===== config.mk =====
export PLATFORM = sky130hd
export DESIGN_NAME = parc_dpath_dmemresp_queue_flat
export DESIGN_NICKNAME = d
export VERILOG_FILES = /design/src/rtl/parc_dpath_dmemresp_queue_if.sv /design/src/rtl/parc_dpath_dmemresp_queue.sv /design/src/flat_wrapper.sv
export SDC_FILE = /design/constraint.sdc
export NUM_CORES = 1
export LEC_CHECK = 0
export CAP_MARGIN = 15
export CORE_UTILIZATION = 35
export DETAILED_ROUTE_END_ITERATION = 7
export PLACE_DENSITY_LB_ADDON = 0.15
export SKIP_CTS_REPAIR_TIMING = 1
export SYNTH_ARGS = -nofsm -noshare
export SYNTH_HDL_FRONTEND = slang
export SYNTH_SLANG_ARGS = --single-unit

===== constraint.sdc =====
create_clock -name clk -period 3.78 [get_ports clk]
set_input_delay 1.134 -clock clk [delete_from_list [all_inputs] [get_ports clk]]
set_output_delay 1.134 -clock clk [all_outputs]
set_load 0.05 [all_outputs]

===== src/rtl/parc_dpath_dmemresp_queue_if.sv =====
// Handshake bundle between dmem response, the M-stage response queue and the writeback mux.
// The queue itself takes the slave modport; the producer/consumer pair takes master.
interface parc_dpath_dmemresp_queue_if #(
  parameter int DATA_W = 32
);
  logic              enq_val;
  logic              enq_rdy;
  logic [DATA_W-1:0] enq_data;
  logic [2:0]        enq_sel;
  logic              deq_val;
  logic              deq_rdy;
  logic [DATA_W-1:0] deq_data;

  modport master (
    output enq_val, enq_data, enq_sel, deq_rdy,
    input  enq_rdy, deq_val, deq_data
  );

  modport slave (
    input  enq_val, enq_data, enq_sel, deq_rdy,
    output enq_rdy, deq_val, deq_data
  );
endinterface


===== src/rtl/parc_dpath_dmemresp_queue.sv =====
// N-entry val/rdy queue for dmem load responses; data is subword-adjusted on the way in.
// Optional zero-latency empty-queue bypass: define PARC_DMEMRESP_QUEUE_BYPASS_EN.
module parc_dpath_dmemresp_queue #(
  parameter int DATA_W = 32,
  parameter int DEPTH  = 4,
  parameter int PTR_W  = 2
) (
  input  logic                           clk,
  input  logic                           reset,
  input  logic                           flush,
  parc_dpath_dmemresp_queue_if.slave     resp,
  output logic [PTR_W:0]                 count,
  output logic                           full,
  output logic                           empty
);

  localparam logic [PTR_W:0] DEPTH_C = (PTR_W+1)'(DEPTH);

  logic [DATA_W-1:0] mem [DEPTH];
  logic [PTR_W-1:0]  wr_ptr;
  logic [PTR_W-1:0]  rd_ptr;
  logic [DATA_W-1:0] enq_adj;
  logic              bypass;
  logic              enq_fire;
  logic              deq_fire;
  logic              bypass_fire;
  logic              write;
  logic              read;

  // Out-of-range selects must give zero rather than X.
  function automatic logic [DATA_W-1:0] adjust(input logic [DATA_W-1:0] d,
                                               input logic [2:0]        sel);
    logic [DATA_W-1:0] r;
    case (sel)
      3'd0:    r = d;
      3'd1:    r = {{(DATA_W-8){d[7]}}, d[7:0]};
      3'd2:    r = {{(DATA_W-8){1'b0}}, d[7:0]};
      3'd3:    r = {{(DATA_W-16){d[15]}}, d[15:0]};
      3'd4:    r = {{(DATA_W-16){1'b0}}, d[15:0]};
      default: r = '0;
    endcase
    return r;
  endfunction

  assign enq_adj = adjust(resp.enq_data, resp.enq_sel);
  assign full    = (count == DEPTH_C);
  assign empty   = (count == '0);

`ifdef PARC_DMEMRESP_QUEUE_BYPASS_EN
  assign bypass = empty & resp.enq_val & ~flush & ~reset;
`else
  assign bypass = 1'b0;
`endif

  // A flushing cycle must look idle on both sides.
  assign resp.enq_rdy = ~full & ~flush;
  assign resp.deq_val = ~flush & (~empty | bypass);

  always_comb begin
    resp.deq_data = '0;
    if (bypass)
      resp.deq_data = enq_adj;
    else if (!empty)
      resp.deq_data = mem[rd_ptr];
  end

  assign enq_fire    = resp.enq_val & resp.enq_rdy;
  assign deq_fire    = resp.deq_val & resp.deq_rdy;
  // A bypassed response consumed in the same cycle never touches storage.
  assign bypass_fire = bypass & deq_fire;
  assign write       = enq_fire & ~bypass_fire;
  assign read        = deq_fire & ~bypass_fire;

  always_ff @(posedge clk) begin
    if (write)
      mem[wr_ptr] <= enq_adj;
  end

  always_ff @(posedge clk or posedge reset) begin
    if (reset) begin
      wr_ptr <= '0;
      rd_ptr <= '0;
      count  <= '0;
    end else if (flush) begin
      wr_ptr <= '0;
      rd_ptr <= '0;
      count  <= '0;
    end else begin
      if (write)
        wr_ptr <= wr_ptr + 1'b1;
      if (read)
        rd_ptr <= rd_ptr + 1'b1;
      case ({write, read})
        2'b10:   count <= count + 1'b1;
        2'b01:   count <= count - 1'b1;
        default: count <= count;
      endcase
    end
  end

endmodule

===== src/flat_wrapper.sv =====
// flat-port wrapper written by rule: the top's interface ports become plain ports
module parc_dpath_dmemresp_queue_flat 
#(
  parameter int DATA_W = 32,
  parameter int DEPTH  = 4,
  parameter int PTR_W  = 2
)
  (clk, reset, flush, count, full, empty, resp_enq_val, resp_enq_data, resp_enq_sel, resp_deq_rdy, resp_enq_rdy, resp_deq_val, resp_deq_data);
  parc_dpath_dmemresp_queue_if #(.DATA_W(DATA_W)) resp_i ();
  input  logic clk;
  input  logic reset;
  input  logic flush;
  output logic [PTR_W:0] count;
  output logic full;
  output logic empty;
  input wire logic [$bits(resp_i.enq_val)-1:0] resp_enq_val;
  input wire logic [$bits(resp_i.enq_data)-1:0] resp_enq_data;
  input wire logic [$bits(resp_i.enq_sel)-1:0] resp_enq_sel;
  input wire logic [$bits(resp_i.deq_rdy)-1:0] resp_deq_rdy;
  output wire logic [$bits(resp_i.enq_rdy)-1:0] resp_enq_rdy;
  output wire logic [$bits(resp_i.deq_val)-1:0] resp_deq_val;
  output wire logic [$bits(resp_i.deq_data)-1:0] resp_deq_data;
  assign resp_i.enq_val = resp_enq_val;
  assign resp_i.enq_data = resp_enq_data;
  assign resp_i.enq_sel = resp_enq_sel;
  assign resp_i.deq_rdy = resp_deq_rdy;
  assign resp_enq_rdy = resp_i.enq_rdy;
  assign resp_deq_val = resp_i.deq_val;
  assign resp_deq_data = resp_i.deq_data;
  parc_dpath_dmemresp_queue #(.DATA_W(DATA_W), .DEPTH(DEPTH), .PTR_W(PTR_W)) u_core (.clk(clk), .reset(reset), .flush(flush), .resp(resp_i), .count(count), .full(full), .empty(empty));
endmodule

# ---- After elaboration in Yosys (flattened, before gate mapping)
# Memory sizes are Yosys's and may differ from the RTL's.
# Index checks and enable logic that the tools add are counted.
dict set report classes {
  addsub 4
  eq_ne 7
  muxes 10
  bitwise_logic 7
  n_reduce_logical 5
}
# cell n
set ops {}
lappend ops {{32-bit case mux with 5 select lines} 1}
lappend ops {{32-bit 2-to-1 mux} 1}
lappend ops {{2-bit 2-to-1 mux} 4}
lappend ops {{3-bit by 2-bit == test with 1-bit output (second input constant)} 2}
lappend ops {{3-bit == test (second input constant)} 2}
lappend ops {{3-bit zero test} 2}
lappend ops {{3-bit case mux with 2 select lines} 1}
lappend ops {{2-bit by 1-bit adder with 2-bit output (second input constant)} 2}
lappend ops {{1-bit AND} 4}
lappend ops {{2-bit nonzero test} 2}
lappend ops {{3-bit by 1-bit adder with 3-bit output (second input constant)} 1}
lappend ops {{3-bit by 1-bit == test with 1-bit output (second input constant)} 1}
lappend ops {{3-bit 2-to-1 mux} 1}
lappend ops {{1-bit inverter} 3}
lappend ops {{3-bit nonzero test} 1}
lappend ops {{3-bit by 1-bit subtractor with 3-bit output (second input constant)} 1}
lappend ops {{2-bit by 1-bit == test with 1-bit output (second input constant)} 1}
lappend ops {{2-bit == test (second input constant)} 1}
lappend ops {{1-bit 2-to-1 mux} 2}
dict set report totals {
  reg_bits 7
  ram_bits 128
  input_bits 40
  output_inout_bits 39
  elab_cells 37
  n_memories 1
}
# memory depth word_bits read_ports rd_ports_with_merged_regs wr line_no
set mem_list {}
lappend mem_list {u_core.mem 4 32 1 0 1 parc_dpath_dmemresp_queue.sv:19} ;# logic [DATA_W-1:0] mem [DEPTH];

# ---- Longest topological paths before layout
dict set report depth {
  ltp_word 7
  mapped_depth 7
  mapped_depth_nobuf 7
}

# ---- Worst setup path after synthesis
# Ideal clock, no wire load.
dict set report synth_timing {
  kind {register to output}
  startpoint {reg u_core.count[2]}
  endpoint {out resp_enq_rdy}
  t_arrival_ps 2060
  required_time_ps 2646
  path_slack_ps 586
  path_stages_with_launch 3
  n_path_buf 0
  path_cell_list {dfrtp_1 > nor3b_2 > nor2_1}
}
dict set report synth_between {
  elab_chain_len 3
}
# element line_no
set synth_rtl {}
lappend synth_rtl {{start: declaration} parc_dpath_dmemresp_queue.sv:12} ;# output logic [PTR_W:0] count,
lappend synth_rtl {{start signal: assignment} parc_dpath_dmemresp_queue.sv:94} ;# 2'b10: count <= count + 1'b1;
lappend synth_rtl {{start signal: assignment} parc_dpath_dmemresp_queue.sv:95} ;# 2'b01: count <= count - 1'b1;
lappend synth_rtl {{start signal: assignment} parc_dpath_dmemresp_queue.sv:96} ;# default: count <= count;
lappend synth_rtl {{3-bit == test} parc_dpath_dmemresp_queue.sv:46} ;# assign full = (count == DEPTH_C);
lappend synth_rtl {{named net full} flat_wrapper.sv:14} ;# output logic full;
lappend synth_rtl {{1-bit inverter} parc_dpath_dmemresp_queue.sv:56} ;# assign resp.enq_rdy = ~full & ~flush;
lappend synth_rtl {{1-bit AND} parc_dpath_dmemresp_queue.sv:56}
lappend synth_rtl {{end: declaration} flat_wrapper.sv:20} ;# output wire logic [$bits(resp_i.enq_rdy)-1:0] resp_enq_rdy;
# The timed path passes the listed nets, and every way through them passes these cells.

# ---- Worst setup path in the final report
dict set report layout_timing {
  startpoint {reg u_core.rd_ptr[0]}
  endpoint {out resp_deq_data[5]}
}
dict set report layout_between {
  elab_chain_len 2
}
# element line_no
set layout_rtl {}
lappend layout_rtl {{start: declaration} parc_dpath_dmemresp_queue.sv:21} ;# logic [PTR_W-1:0] rd_ptr;
lappend layout_rtl {{start signal: assignment} parc_dpath_dmemresp_queue.sv:92} ;# rd_ptr <= rd_ptr + 1'b1;
lappend layout_rtl {{memory read 4 x 32 bit} n/a}
lappend layout_rtl {{32-bit 2-to-1 mux} parc_dpath_dmemresp_queue.sv:63} ;# else if (!empty)
lappend layout_rtl {{end: declaration} flat_wrapper.sv:22} ;# output wire logic [$bits(resp_i.deq_data)-1:0] resp_deq_data;
# No other way between the ends.

==> results_dict.tcl <==
set metrics [dict create \
    drtIter0Drc 248 \
    slew_headroom_pct 64.0 \
    synth_largest_area_cell "edfxtp_1" \
    clockBufferDepth 2 \
    coreArea_um2 15900 \
    hold_viol 0 \
    wl_per_cell_um 18.5 \
    die_w_um 130 \
    finalNetCount 457 \
    antenna_cells 0 \
    arrival_ns 2.51 \
    synthTopCellsByArea "edfxtp_1, mux4_2, nor2b_1" \
    maxCapViolCount 0 \
    track_usage_pct 15.5 \
    cts_buffers 17 \
    setup_tns_ns 0 \
    rsz0062_at_grt "false" \
    place_congestion 0.709 \
    dpl.cell_count 609 \
    powerDensity_nw_per_um2 725 \
    layout_min_cycle_time_ns 3.65 \
    grt_pass1_wl_um 18500 \
    remaining_drc_errors 0 \
    ff2ff_path_depth 8 \
    cp.required_ns 2.65 \
    min_path_cells 2 \
    setup_violations 0 \
    die_h_um 130 \
    start_util_pct 35.9 \
    path_max_fanout 14 \
    cts_tree "built" \
    skew_ns 0.00641 \
    ios 79 \
    holdWs_ns 0.632 \
    synth_cell_type_count 36 \
    synth_area_um2 5700 \
    die_area_um2 16800 \
    min_path_type "flip-flop to flip-flop" \
    wirelength_um 11800 \
    final_common_cell "edfxtp_1" \
    h-tree-depth 4 \
    startpoint_type "flip-flop" \
    netlist_instances 315 \
    clock_latency_ns 0.41 \
    overflow 0 \
    clock_sinks 135 \
    synthFlopType "edfxtp_1" \
    avgSynthCellArea_um2 18.1 \
    grt_pass1_vias 3285 \
    critical_path_class "flip-flop to primary output" \
    clkSlewWorstSetupHoldPaths_ns 0.05 \
    timing.rr.end "u_core.count[2]" \
    status "complete, no violations" \
    drive_above_1_share_pct 23.3 \
    tightest_slew_ns 0.539 \
    async_flop_share_pct 5.19 \
    vias 3121 \
    worstHoldStart "u_core.wr_ptr[0]" \
    max_clock_freq_mhz 274 \
    synth.ff_latch_count 135 \
    hpwlAfterDp_um 7190 \
    p_leak_nw 2.80 \
    ys_warn_count 0 \
    syn-num-nets 360 \
    whs_endpoint "u_core.wr_ptr[0]" \
    antenna_found_initial 0 \
    final_util_pct 47.1 \
    reg2reg_slack_ns 1.18 \
    syn_to_final_growth_pct 31.1 \
    final_cells 640 \
    ant_nets 0 \
    netlist.area_leader.share_pct 67.4 \
    grt_max_degree 37 \
    layout_common_cells "edfxtp_1, clkdlybuf4s50_1, mux4_2" \
    fin_crit_sh_pct 96.5 \
    drv_slew 0 \
    r2r-start "u_core.count[0]" \
    rows 46 \
    synth-edff-count 128 \
    drtPass1Iterations 4 \
    io_buffer_count 78 \
    crit_path_end_kind "primary output" \
    yosysSeqAreaShare_pct 70.5 \
    vias_per_cell 4.88 \
    max-vdd-ir-drop_v 0.000529 \
    root_buffer "clkbuf_16" \
]
==> cell type report <==
type | instances | area (um2)
Clock buffer | 18 | 429
Clock inverter | 13 | 114
Fill cell | 1379 | 8400
Inverter | 5 | 18.8
Multi-Input combinational cell | 160 | 1610
Sequential cell | 135 | 4020
Tap cell | 216 | 270
Timing Repair Buffer | 93 | 1020
==> worst max-delay path: stages, from the launching register on <==
cell	delay, ns
dfrtp_2	0.54
buf_12	0.21
mux4_2	0.49
nor2b_1	0.15
clkdlybuf4s50_1	0.71
==> flip-flops by register name, indices dropped and copies added, names as in the netlist <==
signal and count:
u_core.count 3, u_core.wr_ptr 2, u_core.rd_ptr 2, u_core.mem 128
==> where the power goes <==
group          leakage, nW  total (W)  internal, W  switching [W]
registers             1.28    0.00180      0.00174      0.0000688
clock network        0.264    0.00152     0.000948       0.000569
logic                 1.26    0.00210     0.000818        0.00128
==> routing by layer <==
layer  track usage, %  part of all wire (%)  wire (um)  vias up
li1                 -                     -          -     1424
met5                0                     0          0        -
met2             25.1                    49       5830       73
met3             4.42                   4.4        517       11
met4             5.13                  0.99        117        0
met1             20.1                    45       5350     1613
==> stage by stage <==
| step | cell area (um2) | total power [W] | setup WS [ns] |
|---|---|---|---|
| 5_1_grt | 7480 | 0.00565 | 0.00131 |
| 6_report | 7480 | 0.00542 | 0.132 |
| 3_3_place_gp | 6910 | 0.00398 | 0.440 |
| 2_1_floorplan | 5700 | 0.00324 | 0.586 |
| 4_1_cts | 7450 | 0.00551 | 0.0316 |
| 3_5_place_dp | 6910 | 0.00399 | 0.354 |
==> worst max path at each step <==
stage,startpoint,to
CTS,u_core.rd_ptr[0],resp_deq_data[0]
finish,u_core.rd_ptr[0],resp_deq_data[5]
global placement,flush,u_core.count[2]
global route,u_core.rd_ptr[0],resp_deq_data[5]
floorplan,u_core.count[2],resp_enq_rdy
detailed placement,flush,u_core.count[2]
==> logic make-up (layout without fill, tap and decap cells) <==
logic type,count (synthesis),count (layout),share of synthesized area [%]
mux,35,35,13.2
buf+inv,20,129,1.67
fa+ha+maj,5,5,1.23
simple gates,77,77,8.44
flops,135,135,70.5
xor+xnor,3,3,0.592
compound gates,40,40,4.37
==> cell usage after synthesis, types with 5 or more instances <==
master	count
and2_1	12
buf_2	7
mux4_2	32
a21oi_1	9
o21ai_1	9
clkbuf_1	5
nor2_1	7
edfxtp_1	128
nand2_1	10
a21o_1	17
nor2b_1	29
dfrtp_1	7
No activity file was read; power rests on OpenSTA's default activity.
